## src/rtl/pipe_stage_if.sv

```systemverilog
// Handshake and payload bundle between two adjacent pipeline stages.
// The slave side is the stage latch; the master side is the surrounding pipeline.
interface pipe_stage_if #(
  parameter int unsigned DATA_WIDTH = 32,
  parameter int unsigned NUM_FIELDS = 7,
  parameter int unsigned CTRL_WIDTH = 64
);
  localparam int unsigned FW = NUM_FIELDS * DATA_WIDTH;

  logic          in_valid;
  logic          in_ready;
  logic [FW-1:0] in_fields;
  logic [CTRL_WIDTH-1:0] in_ctrl;
  logic          out_valid;
  logic          out_ready;
  logic [FW-1:0] out_fields;
  logic [CTRL_WIDTH-1:0] out_ctrl;

  modport slave (
    input  in_valid, in_fields, in_ctrl, out_ready,
    output in_ready, out_valid, out_fields, out_ctrl
  );

  modport master (
    output in_valid, in_fields, in_ctrl, out_ready,
    input  in_ready, out_valid, out_fields, out_ctrl
  );
endinterface

```

## src/rtl/pipe_stage_latch.sv

```systemverilog
// Pipeline stage latch with valid/ready handshake and a 2-entry skid buffer.
// in_ready comes only from registered state; also reports occupancy and a saturating stall count.
module pipe_stage_latch #(
  parameter int unsigned DATA_WIDTH = 32,
  parameter int unsigned NUM_FIELDS = 7,
  parameter int unsigned CTRL_WIDTH = 64,
  parameter int unsigned CNT_WIDTH  = 16
) (
  input  logic                 clk,
  input  logic                 reset,
  input  logic                 flush,
  pipe_stage_if.slave          bus,
  output logic [1:0]           occupancy,
  output logic [CNT_WIDTH-1:0] stall_count
);
  localparam int unsigned FW = NUM_FIELDS * DATA_WIDTH;
  localparam logic [CNT_WIDTH-1:0] CNT_MAX = {CNT_WIDTH{1'b1}};

  typedef enum logic [1:0] {
    EMPTY = 2'd0,
    ONE   = 2'd1,
    FULL  = 2'd2
  } state_e;

  state_e                state_q, state_d;
  logic [FW-1:0]         main_fields_q, main_fields_d;
  logic [CTRL_WIDTH-1:0] main_ctrl_q, main_ctrl_d;
  logic [FW-1:0]         skid_fields_q, skid_fields_d;
  logic [CTRL_WIDTH-1:0] skid_ctrl_q, skid_ctrl_d;
  logic [CNT_WIDTH-1:0]  stall_q, stall_d;

  logic in_xfer;
  logic out_xfer;

  assign in_xfer  = bus.in_valid && (state_q != FULL);
  assign out_xfer = (state_q != EMPTY) && bus.out_ready;

  always_comb begin
    state_d       = state_q;
    main_fields_d = main_fields_q;
    main_ctrl_d   = main_ctrl_q;
    skid_fields_d = skid_fields_q;
    skid_ctrl_d   = skid_ctrl_q;
    stall_d       = stall_q;

    // Stall counting is independent of flush; only reset clears it.
    if ((state_q != EMPTY) && !bus.out_ready && (stall_q != CNT_MAX)) begin
      stall_d = stall_q + CNT_WIDTH'(1);
    end

    if (flush) begin
      state_d       = EMPTY;
      main_fields_d = '0;
      main_ctrl_d   = '0;
      skid_fields_d = '0;
      skid_ctrl_d   = '0;
    end else begin
      unique case (state_q)
        EMPTY: begin
          if (in_xfer) begin
            main_fields_d = bus.in_fields;
            main_ctrl_d   = bus.in_ctrl;
            state_d       = ONE;
          end
        end
        ONE: begin
          if (out_xfer && in_xfer) begin
            main_fields_d = bus.in_fields;
            main_ctrl_d   = bus.in_ctrl;
          end else if (out_xfer) begin
            state_d = EMPTY;
          end else if (in_xfer) begin
            skid_fields_d = bus.in_fields;
            skid_ctrl_d   = bus.in_ctrl;
            state_d       = FULL;
          end
        end
        FULL: begin
          if (out_xfer) begin
            main_fields_d = skid_fields_q;
            main_ctrl_d   = skid_ctrl_q;
            state_d       = ONE;
          end
        end
        default: state_d = EMPTY;
      endcase
    end
  end

  always_ff @(posedge clk) begin
    if (reset) begin
      state_q       <= EMPTY;
      main_fields_q <= '0;
      main_ctrl_q   <= '0;
      skid_fields_q <= '0;
      skid_ctrl_q   <= '0;
      stall_q       <= '0;
    end else begin
      state_q       <= state_d;
      main_fields_q <= main_fields_d;
      main_ctrl_q   <= main_ctrl_d;
      skid_fields_q <= skid_fields_d;
      skid_ctrl_q   <= skid_ctrl_d;
      stall_q       <= stall_d;
    end
  end

  assign bus.in_ready   = (state_q != FULL);
  assign bus.out_valid  = (state_q != EMPTY);
  assign bus.out_fields = main_fields_q;
  assign bus.out_ctrl   = main_ctrl_q;
  assign occupancy      = 2'(state_q);
  assign stall_count    = stall_q;
endmodule

```

## src/flat_wrapper.sv

```systemverilog
// flat-port wrapper written by rule: the top's interface ports become plain ports
module pipe_stage_latch_flat 
#(
  parameter int unsigned DATA_WIDTH = 32,
  parameter int unsigned NUM_FIELDS = 7,
  parameter int unsigned CTRL_WIDTH = 64,
  parameter int unsigned CNT_WIDTH  = 16
)
  (clk, reset, flush, occupancy, stall_count, bus_in_valid, bus_in_fields, bus_in_ctrl, bus_out_ready, bus_in_ready, bus_out_valid, bus_out_fields, bus_out_ctrl);
  pipe_stage_if #(.DATA_WIDTH(DATA_WIDTH), .NUM_FIELDS(NUM_FIELDS), .CTRL_WIDTH(CTRL_WIDTH)) bus_i ();
  input  logic clk;
  input  logic reset;
  input  logic flush;
  output logic [1:0] occupancy;
  output logic [CNT_WIDTH-1:0] stall_count;
  input wire logic [$bits(bus_i.in_valid)-1:0] bus_in_valid;
  input wire logic [$bits(bus_i.in_fields)-1:0] bus_in_fields;
  input wire logic [$bits(bus_i.in_ctrl)-1:0] bus_in_ctrl;
  input wire logic [$bits(bus_i.out_ready)-1:0] bus_out_ready;
  output wire logic [$bits(bus_i.in_ready)-1:0] bus_in_ready;
  output wire logic [$bits(bus_i.out_valid)-1:0] bus_out_valid;
  output wire logic [$bits(bus_i.out_fields)-1:0] bus_out_fields;
  output wire logic [$bits(bus_i.out_ctrl)-1:0] bus_out_ctrl;
  assign bus_i.in_valid = bus_in_valid;
  assign bus_i.in_fields = bus_in_fields;
  assign bus_i.in_ctrl = bus_in_ctrl;
  assign bus_i.out_ready = bus_out_ready;
  assign bus_in_ready = bus_i.in_ready;
  assign bus_out_valid = bus_i.out_valid;
  assign bus_out_fields = bus_i.out_fields;
  assign bus_out_ctrl = bus_i.out_ctrl;
  pipe_stage_latch #(.DATA_WIDTH(DATA_WIDTH), .NUM_FIELDS(NUM_FIELDS), .CTRL_WIDTH(CTRL_WIDTH), .CNT_WIDTH(CNT_WIDTH)) u_core (.clk(clk), .reset(reset), .flush(flush), .bus(bus_i), .occupancy(occupancy), .stall_count(stall_count));
endmodule
```

## config.mk

```make
export PLATFORM = sky130hd
export DESIGN_NAME = pipe_stage_latch_flat
export DESIGN_NICKNAME = d
export VERILOG_FILES = /design/src/rtl/pipe_stage_if.sv /design/src/rtl/pipe_stage_latch.sv /design/src/flat_wrapper.sv
export SDC_FILE = /design/constraint.sdc
export NUM_CORES = 1
export LEC_CHECK = 0
export BUFFER_PORTS_ARGS = -buffer_cell sky130_fd_sc_hd__buf_4
export CELL_PAD_IN_SITES_DETAIL_PLACEMENT = 2
export CELL_PAD_IN_SITES_GLOBAL_PLACEMENT = 2
export CORE_MARGIN = 2
export CORE_UTILIZATION = 32
export CTS_CLUSTER_DIAMETER = 30
export DETAILED_ROUTE_END_ITERATION = 7
export MAX_ROUTING_LAYER = met4
export PLACE_DENSITY = 0.85
export SETUP_SLACK_MARGIN = 0.15
export SLEW_MARGIN = 0
export SYNTH_ARGS = -nofsm -noshare
export SYNTH_HDL_FRONTEND = slang
export SYNTH_SLANG_ARGS = --single-unit
export TNS_END_PERCENT = 5
```

## constraint.sdc

```tcl
create_clock -name clk -period 5.01 [get_ports clk]
set_input_delay 1.503 -clock clk [delete_from_list [all_inputs] [get_ports clk]]
set_output_delay 1.503 -clock clk [all_outputs]
set_load 0.05 [all_outputs]
```

# After elaboration in Yosys (flattened, before gate mapping)
# Cells that the tools add are included.
word_totals:
  reg_bits: 594
  output_inout_bits: 308
  wordCells: 45
classes:
  n_addsub: 1
  eq_ne: 9
  n_mux: 14
  bitwise_logic: 2
  n_reduce_logical: 13
op_table:
  columns: ["op", "count"]
  rows:
  - ["224-bit two-way mux", 3]
  - ["224-bit case mux with 3 select lines", 1]
  - ["64-bit two-way mux", 3]
  - ["64-bit case mux with 3 select lines", 1]
  - ["16-bit by 1-bit adder with 16-bit output (second input constant)", 1]
  - ["16-bit != test (second input constant)", 1]
  - ["4-bit AND reduction", 3]
  - ["2-bit two-way mux", 5]
  - ["2-bit by 1-bit != test with 1-bit output (second input constant)", 3]
  - ["2-bit case mux with 3 select lines", 1]
  - ["1-bit logical AND", 5]
  - ["2-bit != test (second input constant)", 2]
  - ["3-bit by 1-bit != test with 1-bit output (second input constant)", 1]
  - ["3-bit nonzero test", 1]
  - ["2-bit by 1-bit equality test with 1-bit output (second input constant)", 1]
  - ["2-bit equality test (second input constant)", 1]
  - ["2-bit logical NOT", 1]
  - ["1-bit inverter", 2]
  - ["2-bit nonzero test", 1]
  - ["2-bit OR reduction", 1]
  - ["1-bit logical NOT", 1]

# Depth between registers and ports, before layout
# Gate-level depths: netlist of the first run.
logic_depth:
  ltp_word: 6
  ltp_mapped: 8
  depth_no_buf: 5

# Least setup slack after synthesis of the first run
# OpenSTA, ideal clock, no wires.
synth_timing:
  path_kind: "register -> output"
  start: "register u_core.state_q[0] (netlist: u_core.occupancy[0])"
  end: "output bus_in_ready"
  arrival_time_ns: 1.611
  setup_slack_ns: 1.896
  path_stages_with_launch: 4
  n_path_buf: 1
  cell_sequence: "dfxtp_1 -> nor2b_1 -> inv_2 -> clkbuf_1"
synth_between:
  elab_chain_cells: 1
synth_lines:
  columns: ["item", "line", "source"]
  rows:
  - ["start: declaration", "pipe_stage_latch.sv:25", "state_e state_q, state_d;"]
  - ["start signal: assignment", "pipe_stage_latch.sv:99", "state_q <= state_d;"]
  - ["2-bit != test", "pipe_stage_latch.sv:108", "assign bus.in_ready = (state_q != FULL);"]
  - ["end: declaration", "flat_wrapper.sv:20", "output wire logic [$bits(bus_i.in_ready)-1:0] bus_in_ready;"]
# No other way between the ends.

# Worst setup path in the final report of the first run
# Ends and elaborated chain as after synthesis.

==> parameters.txt, run 1 <==
Parameter                              Value

Setup path
  Critical Setup Path Class    reg2out
  Origin of the critical flop-to-flop path    u_core.occupancy[0]
  Critical Path End Type    primary output
  CP bufs+invs    2
  Delay of the slowest critical-path stage    0.57 ns
  CP delay by family, top    buffers and inverters
  Required @ worst endpoint    3.51 ns
  Slowest stage cell, crit path    inv_8
  Max FO, Critical Path    112
  Cell breakdown of the critical path    nor2b_4 -> inv_8 -> buf_4
  Startpoint class of the critical path    register
  Arrival time of the worst setup path    2.28 ns
  Worst setup path startpoint    u_core.occupancy[0]

Synthesis
  Top cell type by total area after synthesis    dfxtp_1
  Proportion of synthesized chip area in sequential cells    51.72%
  Post-synthesis instance total    2971
  Primary FF master, synth    dfxtp_1
  Warnings from Yosys    0
  Net count of the mapped netlist    3265
  EDFF count, synth    0
  Dominant cells by area after synthesis    dfxtp_1, nand2_1, a311oi_1
  Register bit total from synthesis    594
  Area share of the leading cell type in the synthesized netlist    51.72%
  Ys async rst share    0%
  Synth unique cells    40
  Mean post-synth cell area    7.739 µm²
  Total standard cell area after synthesis    0.02299 mm²

CTS
  Clk pin slew, worst setup/hold paths    0.04 ns
  Deepest level of the CTS H-tree    4
  Clock Sink Count    594
  Clock buffer count from CTS    151
  # hold bufs at CTS    0
  TritonCTS clock tree    done
  Clock Tree Buf Depth    3
  Post-CTS Setup Inserts    0
  Cell chosen for the clock root    clkbuf_16
  Worst-Skew Late Latency    0.71 ns
  Number of gates resized after cts    0

Cells and area
  Area delta synth->final    45.36%
  Leading cell type in the layout, fill and taps excluded    nand2_1
  # nets final    3799
  Most frequent cells in the layout    nand2_1, buf_4, dfxtp_1, a21oi_1, nor2_1
  Layout cells sized above 1    24.78%
  Fill cell total of the finished layout    7682

Floorplanning
  Effective utilization at floorplan    32.22%
  Die boundary width    272.1 µm
  Height of the die    272.1 µm
  Area of the core region    0.07136 mm²
  Site row count    98
  Die area    0.07401 mm²
  IO Pins    601

Global routing
  Overflow after GRT    0
  Total global-route track usage    32.62%
  Pin count of the biggest net entering global routing    191
  Wire length of the first global-routing pass    181400 µm
  Antenna violations before repair    23
  Via count of the first global-routing pass    28598

STA
  Final setup vio count    0
  Final sum of negative setup slack    0 ns
  Maximum operating frequency    264.7 MHz
  Final worst-path setup slack    1.232 ns
  Final hold viol count    0
  Setup clock skew after layout    0.04143 ns
  Period utilization    75.41%
  Relative slew slack    20.85%
  Setup repair after global routing missed its margin    no
  Number of pins with negative max-slew slack in the final report    0
  Crit path time final    3.778 ns
  Transition at the pin with the smallest max-transition slack    1.187 ns
  Hold slack    0.4579 ns

Routing
  DRT iter0 DRCs    1578
  Total wirelength of the detailed-routed design    122200 µm
  Drt wl/cell    26.55 µm
  Post-DR vias/cell    5.494
  First-pass iteration count of the detailed router    5
  Antenna viol nets, final    0
  Detailed-route via count    25278
  Remaining DRCs    0

Pwr
  Leak    13.40 nW
  P per Cell Area    496.3 mW/mm²
  Maximum vdd drop    0.0003650 V

Place
  DPL Wire Length    63830 µm
  Routability congestion estimate from global placement    0.8287
  Post-placement worst setup slack    1.435 ns
  Number of I/O port buffers    600

Flow run
  Number of maximum-capacitance violations    0

Min path
  Worst hold-check path type    reg2reg
  Start point of the worst hold path    u_core.skid_fields_q[103]

Outcome
  Outcome    completed
per-stage QoR:
stage / util [%] / instance area, µm² / cells / total power [mW]
floorplan: - / 22990 / 2971 / 5.784
global placement: 39.39 / 28110 / 4302 / 6.319
detailed placement: 39.39 / 28110 / 4302 / 6.381
CTS: 46.74 / 33350 / 4574 / 16.68
global route: 46.83 / 33420 / 4599 / 17.01
finish: 46.83 / 33420 / 4601 / 16.59
layer usage:
metal	part of all wire [%]	vias up	routed length (µm)	global-route usage, %
met3	5.0	356	6109	7.088
met1	37	12820	45170	32.77
met4	5.7	0	6916	19.49
met2	52	919	63980	57.96
li1	-	11183	-	-
met5	0	-	0	-
kinds of logic after synthesis:
family / synth area share (%)
and+or+nand+nor: 25.08
muxes: 0.2394
AOI/OAI and AO/OA: 18.12
adders and majority gates: 0.05441
buffers and inverters: 4.794
DFF: 51.72
cell type report:
| class | count | area (µm²) | share of cell area [%] |
|---|---|---|---|
| clock buffers | 202 | 4213 | 12.60 |
| clock inverters | 70 | 1033 | 3.092 |
| inverters | 4 | 22.52 | 0.06739 |
| flip-flops and latches | 594 | 11890 | 35.58 |
| well taps | 950 | 1189 | 3.556 |
| diodes | 27 | 67.56 | 0.2022 |
| multi-input cells | 2114 | 10030 | 30.00 |
| repair buffers | 640 | 4980 | 14.90 |
cell usage after synthesis, types with 4 or more instances:
| master | count |
|---|---|
| buf_1 | 9 |
| a311oi_1 | 288 |
| clkbuf_1 | 163 |
| a21oi_1 | 299 |
| mux2_2 | 4 |
| buf_2 | 86 |
| o31ai_1 | 6 |
| nor2_1 | 294 |
| or3_1 | 4 |
| or4_1 | 7 |
| nand3_1 | 8 |
| nand2_1 | 1160 |
| nor3_1 | 4 |
| nor4_1 | 5 |
| o21ai_0 | 4 |
| nor2b_1 | 7 |
| dfxtp_1 | 594 |
tightest hold or removal path: stages, from the launching register on:
cell and delay, ns:
dfxtp_1 0.30, nand2_1 0.05, a21oi_1 0.05
final timing paths:
check	end	slack (ns)	cells past startpoint
setup / recovery	bus_in_ready	1.23	3
hold / removal	u_core.skid_fields_q[103]	0.46	2
setup reg to reg	u_core.bus.out_fields[120]	1.52	6
hold reg to reg	u_core.skid_fields_q[103]	0.46	2
power by group:
part	switching [mW]	internal (mW)
logic	0.984	0.435
registers	0.0970	4.86
clock network	3.29	6.92
total	4.37	12.2
sequential cells by signal (all words and copies together), names as in the netlist:
name	cells
u_core.bus.out_fields	224
u_core.bus.out_ctrl	64
u_core.skid_ctrl_q	64
u_core.stall_count	16
u_core.skid_fields_q	224
u_core.occupancy	2
Note: power is estimated with default switching activity, not from simulation.
==> inputs of run 2 (changes only) <==
Settings changed: CORE_UTILIZATION 32 to 27, PLACE_DENSITY 0.85 to 0.76.
Clock period 5.01 ns to 3.1 ns, I/O delays scaled along.
==> run 2 against run 1 <==
Net effect: flip-flop and latch count unchanged; final cell count increased by 4.7%; critical endpoint unchanged; utilization decreased by 6.6 points; sequential share of layout area decreased by 0.69 points; die area increased by 18%.
==> parameters.txt, run 2 (synthesized netlist as in run 1, its figures left out) <==
Parameter                              Value

Outcome
  Outcome    completed

Global routing
  Antenna violations before repair    17
  Wire length of the first global-routing pass    148900 µm
  Overflow after GRT    0
  Via count of the first global-routing pass    25692
  Pin count of the biggest net entering global routing    106
  Total global-route track usage    22.38%

STA
  Crit path time final    2.820 ns
  Period utilization    90.97%
  Final sum of negative setup slack    0 ns
  Number of pins with negative max-slew slack in the final report    0
  Final hold viol count    0
  Relative slew slack    36.23%
  Transition at the pin with the smallest max-transition slack    0.9566 ns
  Maximum operating frequency    354.6 MHz
  Setup repair after global routing missed its margin    no
  Setup clock skew after layout    0.03470 ns
  Final setup vio count    0

CTS
  Worst-Skew Late Latency    0.74 ns
  Deepest level of the CTS H-tree    4
  TritonCTS clock tree    done
  Clock buffer count from CTS    160
  Clk pin slew, worst setup/hold paths    0.04 ns
  # hold bufs at CTS    0
  Cell chosen for the clock root    clkbuf_16
  Clock Sink Count    594
  Clock Tree Buf Depth    3

Setup path
  Arrival time of the worst setup path    1.89 ns
  Worst-case register-to-register setup slack    0.77 ns
  Startpoint class of the critical path    register
  Critical Setup Path Class    reg2out
  Worst Reg-to-Reg Cells    5
  Endpoint of the most critical register-to-register path    u_core.bus.out_ctrl[42]
  Required @ worst endpoint    2.17 ns
  Max FO, Critical Path    46
  Critical Path End Type    primary output
  Origin of the critical flop-to-flop path    u_core.occupancy[0]
  Worst setup path startpoint    u_core.occupancy[0]
  Endpoint of the most critical setup path    bus_in_ready

Floorplanning
  IO Pins    601
  Area of the core region    0.08475 mm²
  Site row count    107
  Height of the die    295.8 µm
  Die area    0.08751 mm²
  Effective utilization at floorplan    27.13%
  Die boundary width    295.8 µm

Cells and area
  Leading cell type in the layout, fill and taps excluded    nand2_1
  Layout cells sized above 1    25.30%
  Area delta synth->final    48.24%
  # nets final    3828
  Most frequent cells in the layout    nand2_1, buf_4, dfxtp_1, a21oi_1, nor2_1
  Non-filler cells, final    4817
  Finished Cell Area    0.03408 mm²

Flow run
  Number of maximum-capacitance violations    0

Place
  Number of I/O port buffers    600
  Post-place instance area    0.02868 mm²
  DPL Wire Length    61290 µm
  Count of placed standard cells including taps    4515
  Routability congestion estimate from global placement    0.7482

Min path
  Hold path cells    2
  Worst hold-check path type    in2reg

Routing
  Post-DR vias/cell    4.901
  DRT iter0 DRCs    786
  Total wirelength of the detailed-routed design    98000 µm
  First-pass iteration count of the detailed router    5
  Detailed-route via count    23610
  Drt wl/cell    20.34 µm
  Remaining DRCs    0
  Antenna viol nets, final    0

Pwr
  Leak    13.64 nW
  P per Cell Area    773.7 mW/mm²
  Maximum vdd drop    0.0005542 V
run 2: report_power, final:
group          switching (mW)  internal, mW  total [mW]
logic                    1.47         0.732        2.21
clock network            4.92          11.2        16.2
registers               0.127          7.87        8.00
run 2: layer usage:
metal / part of all wire [%] / track usage, % / vias to the layer above
li1: - / - / 11229
met1: 39 / 23.69 / 11617
met2: 50 / 37.67 / 575
met3: 7.8 / 8.124 / 189
met4: 3.5 / 9.310 / 0
met5: 0 / - / -
run 2: layout make-up:
cell class | instances | area (µm²)
diodes | 17 | 42.54
clock buffers | 237 | 4781
clock inverters | 47 | 564.3
fillers | 9480 | 50660
inverters | 4 | 27.53
multi-input cells | 2114 | 10030
flip-flops and latches | 594 | 11890
well taps | 1144 | 1431
repair buffers | 660 | 5318
run 2: through the flow:
step | util [%] | worst slack [ns] | power, mW | hold slack (ns)
finish | 40.22 | 0.2799 | 26.37 | 0.4009
global route | 40.22 | 0.1616 | 27.32 | 0.3808
CTS | 40.17 | 0.1836 | 26.71 | 0.3435
detailed placement | 33.84 | 0.4222 | 10.33 | 0.4498
global placement | 33.84 | 0.5455 | 10.29 | 0.4425
floorplan | - | 0.5591 | 9.347 | 0.4366
run 2: how the worst min path moves through the flow:
stage	start	endpoint	slack, ns
2_1_floorplan	u_core.skid_ctrl_q[0]	u_core.skid_ctrl_q[0]	0.44
6_report	bus_out_ready	u_core.occupancy[1]	0.40
3_3_place_gp	u_core.skid_fields_q[41]	u_core.skid_fields_q[41]	0.44
4_1_cts	bus_out_ready	u_core.occupancy[1]	0.34
3_5_place_dp	u_core.skid_ctrl_q[46]	u_core.skid_ctrl_q[46]	0.45
5_1_grt	bus_out_ready	u_core.occupancy[1]	0.38
run 2: worst max-delay path, cell delays in order (launching register included):
cell and delay, ns:
dfxtp_1 0.52, nor2b_4 0.13, inv_12 0.21, buf_4 0.28
run 2: what timing repair did:
action / CTS / global route
setup endpoints to repair: 1 / 0
gates resized for setup: 2 / 0
setup buffers: 1 / 0
==> inputs of run 3 (changes only) <==
Settings changed: ABC_AREA from default to 1, CORE_UTILIZATION 27 to 26.
==> run 3 against run 2 <==
Net effect: non-clock buffer count grew 5; die area grew 7.3%; clock power grew 11%; via count grew 6.1%; fmax grew 1.6%; synthesized area grew 3.5%; worst hold slack gained 0.0054 ns; sequential power is essentially flat; final area grew 4.3%; clock skew shrank 0.0070 ns; total power grew 8.0%; critical path type unchanged.
==> parameters.txt, run 3 <==
Parameter                              Value

Setup path
  Endpoint of the most critical setup path    bus_in_ready
  Critical Setup Path Class    reg2out
  Max FO, Critical Path    38
  Worst setup path startpoint    u_core.occupancy[1]
  Delay of the slowest critical-path stage    0.39 ns
  Total number of cells along the worst setup path    4
  Endpoint of the most critical register-to-register path    u_core.bus.out_fields[108]
  Origin of the critical flop-to-flop path    u_core.occupancy[1]
  Arrival time of the worst setup path    1.84 ns
  CP delay by family, top    buffers and inverters
  Startpoint class of the critical path    register
  Worst-case register-to-register setup slack    0.85 ns
  Critical Path End Type    primary output
  CP bufs+invs    3
  Slowest stage cell, crit path    dfxtp_2
  Worst Reg-to-Reg Cells    9
  Required @ worst endpoint    2.17 ns
  Cell breakdown of the critical path    inv_1 -> nor2_4 -> inv_8 -> buf_4

Cells and area
  Leading cell type in the layout, fill and taps excluded    o21ai_0
  # nets final    4222
  Layout cells sized above 1    23.69%
  Finished Cell Area    0.03555 mm²
  Util after Layout    39.38%
  Most frequent cells in the layout    o21ai_0, nor2_1, buf_4, dfxtp_1, nand2_1
  Area delta synth->final    49.46%

CTS
  Clock Sink Count    594
  TritonCTS clock tree    done
  Deepest level of the CTS H-tree    4
  Worst-Skew Late Latency    0.75 ns
  Clock buffer count from CTS    174
  Cell chosen for the clock root    clkbuf_16
  Clk pin slew, worst setup/hold paths    0.04 ns
  Clock Tree Buf Depth    3

Floorplanning
  Die area    0.09393 mm²
  IO Pins    601
  Height of the die    306.5 µm
  Effective utilization at floorplan    26.35%
  Die boundary width    306.5 µm
  Area of the core region    0.09029 mm²
  Site row count    110

STA
  Maximum operating frequency    360.4 MHz
  Final hold viol count    0
  Number of pins with negative max-slew slack in the final report    0
  Final setup vio count    0
  Setup repair after global routing missed its margin    no
  Final sum of negative setup slack    0 ns
  Crit path time final    2.775 ns
  Setup clock skew after layout    0.02767 ns
  Relative slew slack    50.89%
  Hold slack    0.4063 ns
  Final worst-path setup slack    0.3254 ns
  Period utilization    89.50%
  Transition at the pin with the smallest max-transition slack    0.7367 ns

Synthesis
  Ys async rst share    0%
  Total standard cell area after synthesis    0.02379 mm²
  Area share of the leading cell type in the synthesized netlist    49.99%
  Top cell type by total area after synthesis    dfxtp_1
  Register bit total from synthesis    594
  EDFF count, synth    0
  Primary FF master, synth    dfxtp_1
  Dominant cells by area after synthesis    dfxtp_1, o21ai_0, nor2_1
  Proportion of synthesized chip area in sequential cells    49.99%
  Most instantiated library cell after synthesis    o21ai_0
  Net count of the mapped netlist    3634
  Most numerous cell types in the synthesized netlist    o21ai_0, nor2_1, dfxtp_1
  Mean post-synth cell area    7.122 µm²
  Warnings from Yosys    0
  Synth unique cells    25
  Post-synthesis instance total    3340

Min path
  Start point of the worst hold path    flush
  Worst hold-check path type    in2reg

Outcome
  Outcome    completed

Routing
  DRT iter0 DRCs    1133
  Antenna viol nets, final    0
  Detailed-route via count    25047
  Total wirelength of the detailed-routed design    101100 µm
  First-pass iteration count of the detailed router    5
  Drt wl/cell    19.19 µm
  Remaining DRCs    0
  Post-DR vias/cell    4.754

Global routing
  Wire length of the first global-routing pass    156400 µm
  Antenna violations before repair    23
  Total global-route track usage    21.72%
  Pin count of the biggest net entering global routing    162
  Overflow after GRT    0
  Via count of the first global-routing pass    27303

Place
  Number of I/O port buffers    600
  DPL Wire Length    64710 µm
  Post-place instance area    0.02950 mm²
  Routability congestion estimate from global placement    0.8006
  Post-placement worst setup slack    0.4839 ns

Pwr
  Maximum vdd drop    0.0004547 V
  P per Cell Area    800.9 mW/mm²
  Leak    15.18 nW

Flow run
  Number of maximum-capacitance violations    0
-- run 3: changes by cell type after synthesis, sizes merged, moves of 5 or more --
| cell | before | now |
|---|---|---|
| nand3 | 8 | 13 |
| a21oi | 299 | 259 |
| nor4 | 5 | 0 |
| o21ai | 5 | 830 |
| o31ai | 6 | 0 |
| or4 | 7 | 0 |
| nor2 | 294 | 701 |
| buf | 96 | 64 |
| inv | 4 | 268 |
| nand2 | 1160 | 414 |
| a311oi | 288 | 0 |
| nor2b | 7 | 0 |
| clkbuf | 163 | 189 |
-- run 3: stage by stage --
stage	total power, mW	instances
6_report	28.48	5269
2_1_floorplan	9.518	3340
3_3_place_gp	10.51	4927
3_5_place_dp	10.56	4927
5_1_grt	29.51	5269
4_1_cts	28.83	5246
-- run 3: power breakdown --
part	leakage, nW	total (mW)	switching, mW	internal, mW
Sequential	4.83	8.02	0.136	7.89
Clock	2.97	18.0	5.31	12.7
Combinational	7.39	2.44	1.62	0.820
Total	15.2	28.5	7.07	21.4
-- run 3: what timing repair did --
item,in CTS,in global routing
hold buffers,0,0
resized for setup,1,1
hold endpoints to repair,0,0
endpoints found under the setup margin,1,1
pin swaps,1,0
buffers inserted,1,0
-- run 3: worst min path at each step --
stage                                      endpoint  cells past startpoint
after floorplan               u_core.skid_ctrl_q[0]                      2
after global placement    u_core.skid_fields_q[108]                      2
after detailed placement  u_core.skid_fields_q[173]                      2
after CTS                       u_core.occupancy[1]                      2
after global routing            u_core.occupancy[1]                      2
final                           u_core.occupancy[1]                      2
-- run 3: cell type report --
| type | count | area (µm²) |
|---|---|---|
| fillers | 10279 | 54730 |
| flip-flops and latches | 594 | 11890 |
| multi-input cells | 2225 | 9808 |
| repair buffers | 665 | 5318 |
| clock buffers | 245 | 5055 |
| well taps | 1176 | 1471 |
| inverters | 268 | 1021 |
| clock inverters | 73 | 929.6 |
| diodes | 23 | 57.56 |
-- run 3: routing by layer --
| layer | track usage, % | wire length [µm] |
|---|---|---|
| met5 | - | 0 |
| met4 | 10.05 | 3853 |
| met3 | 5.813 | 5414 |
| met2 | 37.93 | 51770 |
| met1 | 22.80 | 40080 |
-- run 3: logic make-up after synthesis --
group                      Yosys count  synth area share [%]
xor gates and xnor gates             2               0.07365
DFF                                594                 49.99
buffers and inverters              521                 8.852
and+or+nand+nor                   1133                 18.07
adders and majority gates            1               0.05259
AOI/OAI and AO/OA                 1089                 22.96
-- run 3: worst reg2reg max path: stages, from the launching register on --
cell and delay (ns):
dfxtp_2 0.39, inv_1 0.11, nor2_4 0.21, buf_4 0.20
buf_4 0.13, o21ai_4 0.12, inv_8 0.41, buf_4 0.43
nor2_1 0.07, nor2_1 0.12
